## src/rtl/mem_arbiter.sv

```systemverilog
// rtl/mem_arbiter.sv - two-port (instruction/data) arbiter onto one shared memory port
// Request bus layout {valid, instr, addr, wdata, wstrb}; response bus layout {rdata, ready}.
module mem_arbiter #(
   parameter int priority_mode = 0
) (
   input  logic        clock,
   input  logic        reset,
   input  logic [69:0] iport_in,
   output logic [32:0] iport_out,
   input  logic [69:0] dport_in,
   output logic [32:0] dport_out,
   output logic [69:0] mem_in,
   input  logic [32:0] mem_out
);

   typedef enum logic [1:0] {IDLE, IBUSY, DBUSY} state_t;

   state_t      state, state_nx;
   logic        ipend, dpend, ipend_nx, dpend_nx;
   logic [68:0] ipend_req, dpend_req, ipend_req_nx, dpend_req_nx;
   logic        last_grant, last_grant_nx;
   logic        fresh, fresh_nx;
   logic        mem_valid, mem_valid_nx;
   logic [68:0] mem_req, mem_req_nx;

   logic        mem_ready;
   logic        i_pulse, d_pulse, i_want, d_want, pick_d;
   logic [68:0] i_req, d_req;

   assign mem_ready = mem_out[0];

   // A port with a pending or in-flight request drops further pulses.
   assign i_pulse = iport_in[69] && !ipend && (state != IBUSY);
   assign d_pulse = dport_in[69] && !dpend && (state != DBUSY);
   assign i_want  = ipend || i_pulse;
   assign d_want  = dpend || d_pulse;
   assign i_req   = ipend ? ipend_req : iport_in[68:0];
   assign d_req   = dpend ? dpend_req : dport_in[68:0];

   // last_grant: 1 = data. Until the first grant completes, data wins ties.
   always_comb begin
      pick_d = 1'b0;
      if (priority_mode == 1)
         pick_d = d_want;
      else
         pick_d = d_want && (!i_want || fresh || !last_grant);
   end

   always_comb begin
      state_nx      = state;
      ipend_nx      = ipend;
      dpend_nx      = dpend;
      ipend_req_nx  = ipend_req;
      dpend_req_nx  = dpend_req;
      last_grant_nx = last_grant;
      fresh_nx      = fresh;
      mem_valid_nx  = 1'b0;
      mem_req_nx    = mem_req;

      if (i_pulse) begin
         ipend_nx     = 1'b1;
         ipend_req_nx = iport_in[68:0];
      end
      if (d_pulse) begin
         dpend_nx     = 1'b1;
         dpend_req_nx = dport_in[68:0];
      end

      case (state)
         IDLE: begin
            if (i_want || d_want) begin
               mem_valid_nx = 1'b1;
               if (pick_d) begin
                  state_nx   = DBUSY;
                  dpend_nx   = 1'b0;
                  mem_req_nx = d_req;
               end else begin
                  state_nx   = IBUSY;
                  ipend_nx   = 1'b0;
                  mem_req_nx = i_req;
               end
            end
         end
         IBUSY: begin
            if (mem_ready) begin
               state_nx      = IDLE;
               last_grant_nx = 1'b0;
               fresh_nx      = 1'b0;
               mem_req_nx    = '0;
            end
         end
         DBUSY: begin
            if (mem_ready) begin
               state_nx      = IDLE;
               last_grant_nx = 1'b1;
               fresh_nx      = 1'b0;
               mem_req_nx    = '0;
            end
         end
         default: state_nx = IDLE;
      endcase
   end

   always_ff @(posedge clock) begin
      if (reset) begin
         state      <= IDLE;
         ipend      <= 1'b0;
         dpend      <= 1'b0;
         ipend_req  <= '0;
         dpend_req  <= '0;
         last_grant <= 1'b1;
         fresh      <= 1'b1;
         mem_valid  <= 1'b0;
         mem_req    <= '0;
      end else begin
         state      <= state_nx;
         ipend      <= ipend_nx;
         dpend      <= dpend_nx;
         ipend_req  <= ipend_req_nx;
         dpend_req  <= dpend_req_nx;
         last_grant <= last_grant_nx;
         fresh      <= fresh_nx;
         mem_valid  <= mem_valid_nx;
         mem_req    <= mem_req_nx;
      end
   end

   assign mem_in    = {mem_valid, mem_req};
   assign iport_out = (state == IBUSY && mem_ready) ? {mem_out[32:1], 1'b1} : 33'd0;
   assign dport_out = (state == DBUSY && mem_ready) ? {mem_out[32:1], 1'b1} : 33'd0;

endmodule

```

## config.mk

```make
export PLATFORM = sky130hd
export DESIGN_NAME = mem_arbiter
export DESIGN_NICKNAME = d
export VERILOG_FILES = /design/src/rtl/mem_arbiter.sv
export SDC_FILE = /design/constraint.sdc
export NUM_CORES = 1
export LEC_CHECK = 0
export CAP_MARGIN = 20
export CORE_ASPECT_RATIO = 1.5
export CORE_MARGIN = 3
export CORE_UTILIZATION = 50
export DETAILED_ROUTE_END_ITERATION = 8
export MAX_ROUTING_LAYER = met4
export PLACE_DENSITY = 0.86
export SYNTH_ARGS = -nofsm -noshare
export SYNTH_HDL_FRONTEND = slang
export SYNTH_SLANG_ARGS = --single-unit
export TNS_END_PERCENT = 20
```

## constraint.sdc

```tcl
create_clock -name clock -period 4.8 [get_ports clock]
set_clock_uncertainty 0.2 [all_clocks]
set_input_delay 0.72 -clock clock [delete_from_list [all_inputs] [get_ports clock]]
set_output_delay 0.72 -clock clock [all_outputs]
set_load 0.005 [all_outputs]
```

======== After elaboration in Yosys (flattened, before gate mapping) ========
Cells that the tools add are included.
cells by class
  bitwise logic cells ..................... 1
  reduce and logical (&&, ||, !) cells .... 25
  muxes and demuxes ....................... 24
  eq/ne operators ......................... 8
operators by type and width
  operator              number
  $mux W69              5
  $pmux W69 S2          1
  $mux W33              2
  $mux W1               11
  $ne A2 B2 Y1 const B  4
  $logic_and A1 B1 Y1   7
  $mux W2               3
  $reduce_and A3 Y1     2
  $logic_or A1 B1 Y1    5
  $logic_not A1 Y1      4
  $ne A2 B1 Y1 const B  2
  $pmux W2 S2           1
  $reduce_and A2 Y1     2
  $reduce_bool A2 Y1    2
  $reduce_or A2 Y1      2
  $eq A2 B1 Y1 const B  1
  $eq A2 B2 Y1 const B  1
  $logic_not A2 Y1      1
  $pmux W1 S2           1
  $not A1 Y1            1
storage, ports and cells
  register bits after elaboration ......... 214
  output and inout bits ................... 136
  input port bits ......................... 175
  word-level logic and storage cells ...... 67

======== Longest topological paths before layout ========
  depth in word-level cells ............... 11
  depth in mapped cells ................... 9
  mapped depth without buffers ............ 6

======== Worst setup path before layout ========
No wires, ideal clock.
  path kind ............................... input -> output
  start ................................... in mem_out[0]
  end ..................................... out dport_out[10]
  data arrival time ....................... 1336 ps
  stages .................................. 3
  path buffers ............................ 2
  required time ........................... 3880 ps
  path slack .............................. 2544 ps
  path through ............................ clkbuf_1 > clkbuf_1 > and3_1
between the ends
  longest elaborated chain between the ends .. 2
RTL lines
  what                 line  RTL
  start, declared      13    input logic [32:0] mem_out
  $logic_and A1 B1 Y1  130   assign dport_out = (state == DBUSY && mem_ready) ? {mem_out[32:1], 1'b1} : 33'd0;
  $mux W33             130
  end, declared        11    output logic [32:0] dport_out,
No other way between the ends.

======== Final worst setup path ========
  start ................................... in mem_out[0]
  end ..................................... out iport_out[0]
between the ends
  longest elaborated chain between the ends .. 2
RTL lines
  what                 line  RTL
  $logic_and A1 B1 Y1  129   assign iport_out = (state == IBUSY && mem_ready) ? {mem_out[32:1], 1'b1} : 33'd0;
  $mux W33             129
  end, declared        9     output logic [32:0] iport_out,
No other way between the ends.

==> flow_summary.yaml <==
run_status:
  status: "complete, no violations"
synthesis:
  synth_seq_cells: 214
  synth_top_area_share_pct: 43.12
  synth-main-ff-cell: "dfxtp_1"
  synth_simple_gate_area_share_pct: 19.27
  syn_area_per_cell_sq_um: 8.301
  synth_compound_area_share_pct: 18.31
  async_flop_share_pct: 0
  synth_xor_area_share_pct: 0
  synth_edf_count: 0
  synthMuxAreaShare_pct: 13.90
  syn_area_sq_mm: 0.009936
  syn_nets: 1375
  yosys.area.top_type: "dfxtp_1"
  netlist_instances: 1197
  synthTopCellsByArea: "dfxtp_1 43%, mux2i_1 14%, nand2_1 11%, a21oi_1 7.0%, a32o_1 7.0%"
  ys_seq_area_share_pct: 43.12
  synth_top_family_by_area: "simple AND/OR/NAND/NOR gates"
  yosys.cell_types.count: 33
  synth_fa_ha_area_share_pct: 0.3778
  synth_warnings: 0
floorplanning:
  core_area_sq_mm: 0.01932
  start_util_pct: 51.44
  rows: 62
  die_w_um: 121.1
  dieArea_sq_mm: 0.02163
  fp.dieH_um: 178.6
  io_pins: 311
timing:
  rsz0062_at_grt: "no"
  max_freq_mhz: 270.1
  finalCritPeriodShare_pct: 77.13
  tightest_slew_ns: 1.045
  max_slew_margin_pct: 30.33
  post-route-min-period_ns: 3.702
  hold_viol: 0
  setup_viol: 0
  maxSlewViolCount: 0
  setup_tns_ns: 0
critical_path:
  start_kind: "input pin"
  r2r_cells: 7
  path_class: "input pin to primary output"
  cp_max_fo: 39
  cp.required_ns: 3.88
  r2r_setup_slack_ns: 1.25
  r2r_end: "mem_req[16]$_SDFFE_PP0P_"
  arrival_ns: 2.78
  end_kind: "primary output"
  worstReg2RegStart: "state[1]$_SDFFE_PP0P_"
cts:
  clock_sinks: 214
  tritoncts: "built"
  postCtsSetupRepairBufs: 0
  clockRootBuffer: "clkbuf_16"
  htreeDepth: 1
  cts.path.max_buffers: 3
  path_clk_slew_ns: 0.07
  cts_buffers: 20
  hold_buffers: 0
  worstSkewPairLatency_ns: 0.49
  cts.repair.resized: 0
hold_path:
  hold_path.class: "register to register"
  holdCritStartpoint: "dpend_req[53]$_SDFFE_PP0P_"
  hold_path_depth: 2
  min_to: "dpend_req[53]$_SDFFE_PP0P_"
layout:
  final_area_sq_mm: 0.01380
  fin_util_pct: 71.43
  synthToLayoutAreaGrowth_pct: 38.87
  fillers: 1463
  drive_gt1_share_pct: 4.501
  fin_nets: 1609
drt:
  vias: 10070
  wirelength_um: 33600
  ant_nets: 0
  drt_first_pass_iters: 5
  drc_errors: 0
  drt_iter0_drc: 753
  via_per_inst: 5.887
  wl_per_cell_um: 19.65
grt:
  grt_usage_pct: 30.31
  grt_overflow: 0
  grt_max_degree: 87
  grt_pass1_wl_um: 51060
  grt_pass1_vias: 10190
  antenna_found_initial: 8
placement:
  placed_area_sq_mm: 0.01312
  portBuffers: 310
  gp_congestion: 0.8482
  dp_hpwl_um: 22290
power_and_ir_drop:
  p_per_area_mw_per_mm2: 525.7
  vdd_drop_max_mv: 0.4348
  p_leak_nw: 5.108
job:
  cap_violations: 0
worst max-delay path, stage by stage:
cell             delay [ns]
clkdlybuf4s50_1        0.90
buf_4                  0.41
nand2_1                0.12
inv_1                  0.11
clkdlybuf4s50_1        0.51
power breakdown:
| part | internal (mW) | switching, mW |
|---|---|---|
| logic | 1.42 | 1.80 |
| registers | 2.17 | 0.267 |
| clock network | 0.919 | 0.675 |
logic make-up after synthesis:
group	Yosys count
adders and majority gates	3
and+or+nand+nor	433
DFF	214
muxes	138
buffers and inverters	122
AOI/OAI and AO/OA	287
metrics by stage:
stage	power (mW)	hold slack (ns)	cells	setup WS, ns
final	7.253	0.2535	1710	1.098
after global routing	7.649	0.2707	1708	0.8870
after CTS	7.253	0.2548	1700	1.129
after detailed placement	5.646	0.2426	1665	1.131
after global placement	5.545	0.2391	1665	1.225
after floorplan	4.394	0.2272	1197	2.544
cell usage in the layout, fill, tap and decap left out, types with 2 or more instances in the layout:
cell type | netlist | layout
a21oi_1 | 138 | 138
a32o_1 | 69 | 69
and3_1 | 64 | 64
buf_12 | 0 | 2
buf_4 | 3 | 19
clkbuf_1 | 89 | 5
clkbuf_16 | 0 | 21
clkbuf_8 | 0 | 4
clkdlybuf4s50_1 | 0 | 309
clkinv_2 | 0 | 3
dfxtp_1 | 214 | 212
dfxtp_4 | 0 | 2
diode_2 | 0 | 10
ha_1 | 3 | 3
inv_1 | 4 | 4
mux2i_1 | 138 | 138
nand2_1 | 281 | 280
nand2b_1 | 7 | 5
nand2b_2 | 0 | 2
nand3_1 | 69 | 69
nor2_4 | 0 | 3
nor2b_1 | 4 | 4
o21ai_0 | 69 | 69
area by class of cell:
type,count,area [sq um],area share (%)
Sequential cell,214,4292,31.10
Timing Repair Buffer,330,3276,23.74
Tap cell,256,320.3,2.321
Multi-Input combinational cell,861,5218,37.81
Clock buffer,30,599.3,4.344
Inverter,4,15.01,0.1088
Antenna cell,10,25.02,0.1814
Clock inverter,5,53.80,0.3899
cell usage after synthesis (4+ instances only):
library cell and n:
mux2i_1 138, clkbuf_1 89, nand3_1 69, inv_1 4, nand2_1 281, a21oi_1 138
buf_2 18, nor2_1 4, dfxtp_1 214, nor2b_1 4, a32o_1 69, and3_1 64
o21ai_0 69, nand2b_1 7, buf_1 7
routing by layer:
metal / track usage [%] / vias up / share of wire [%]
met5: - / - / 0
li1: - / 4705 / -
met2: 53.38 / 497 / 52
met1: 32.61 / 4763 / 36
met4: 16.64 / 0 / 5.2
met3: 4.283 / 102 / 6.8
sequential cells by signal, indices dropped and copies added (netlist names):
name	cells
dpend_req	69
ipend_req	69
mem_req	69
state	2
dpend	1
fresh	1
ipend	1
last_grant	1
mem_valid	1
how the worst max path moves through the flow:
| stage | from | endpoint | slack (ns) |
|---|---|---|---|
| global placement | mem_out[0] | iport_out[0] | 1.23 |
| CTS | mem_out[0] | iport_out[0] | 1.13 |
| floorplan | mem_out[0] | dport_out[10] | 2.54 |
| global route | mem_out[0] | iport_out[0] | 0.89 |
| finish | mem_out[0] | iport_out[0] | 1.10 |
| detailed placement | mem_out[0] | iport_out[0] | 1.13 |
(Power assumes the default switching activity.)
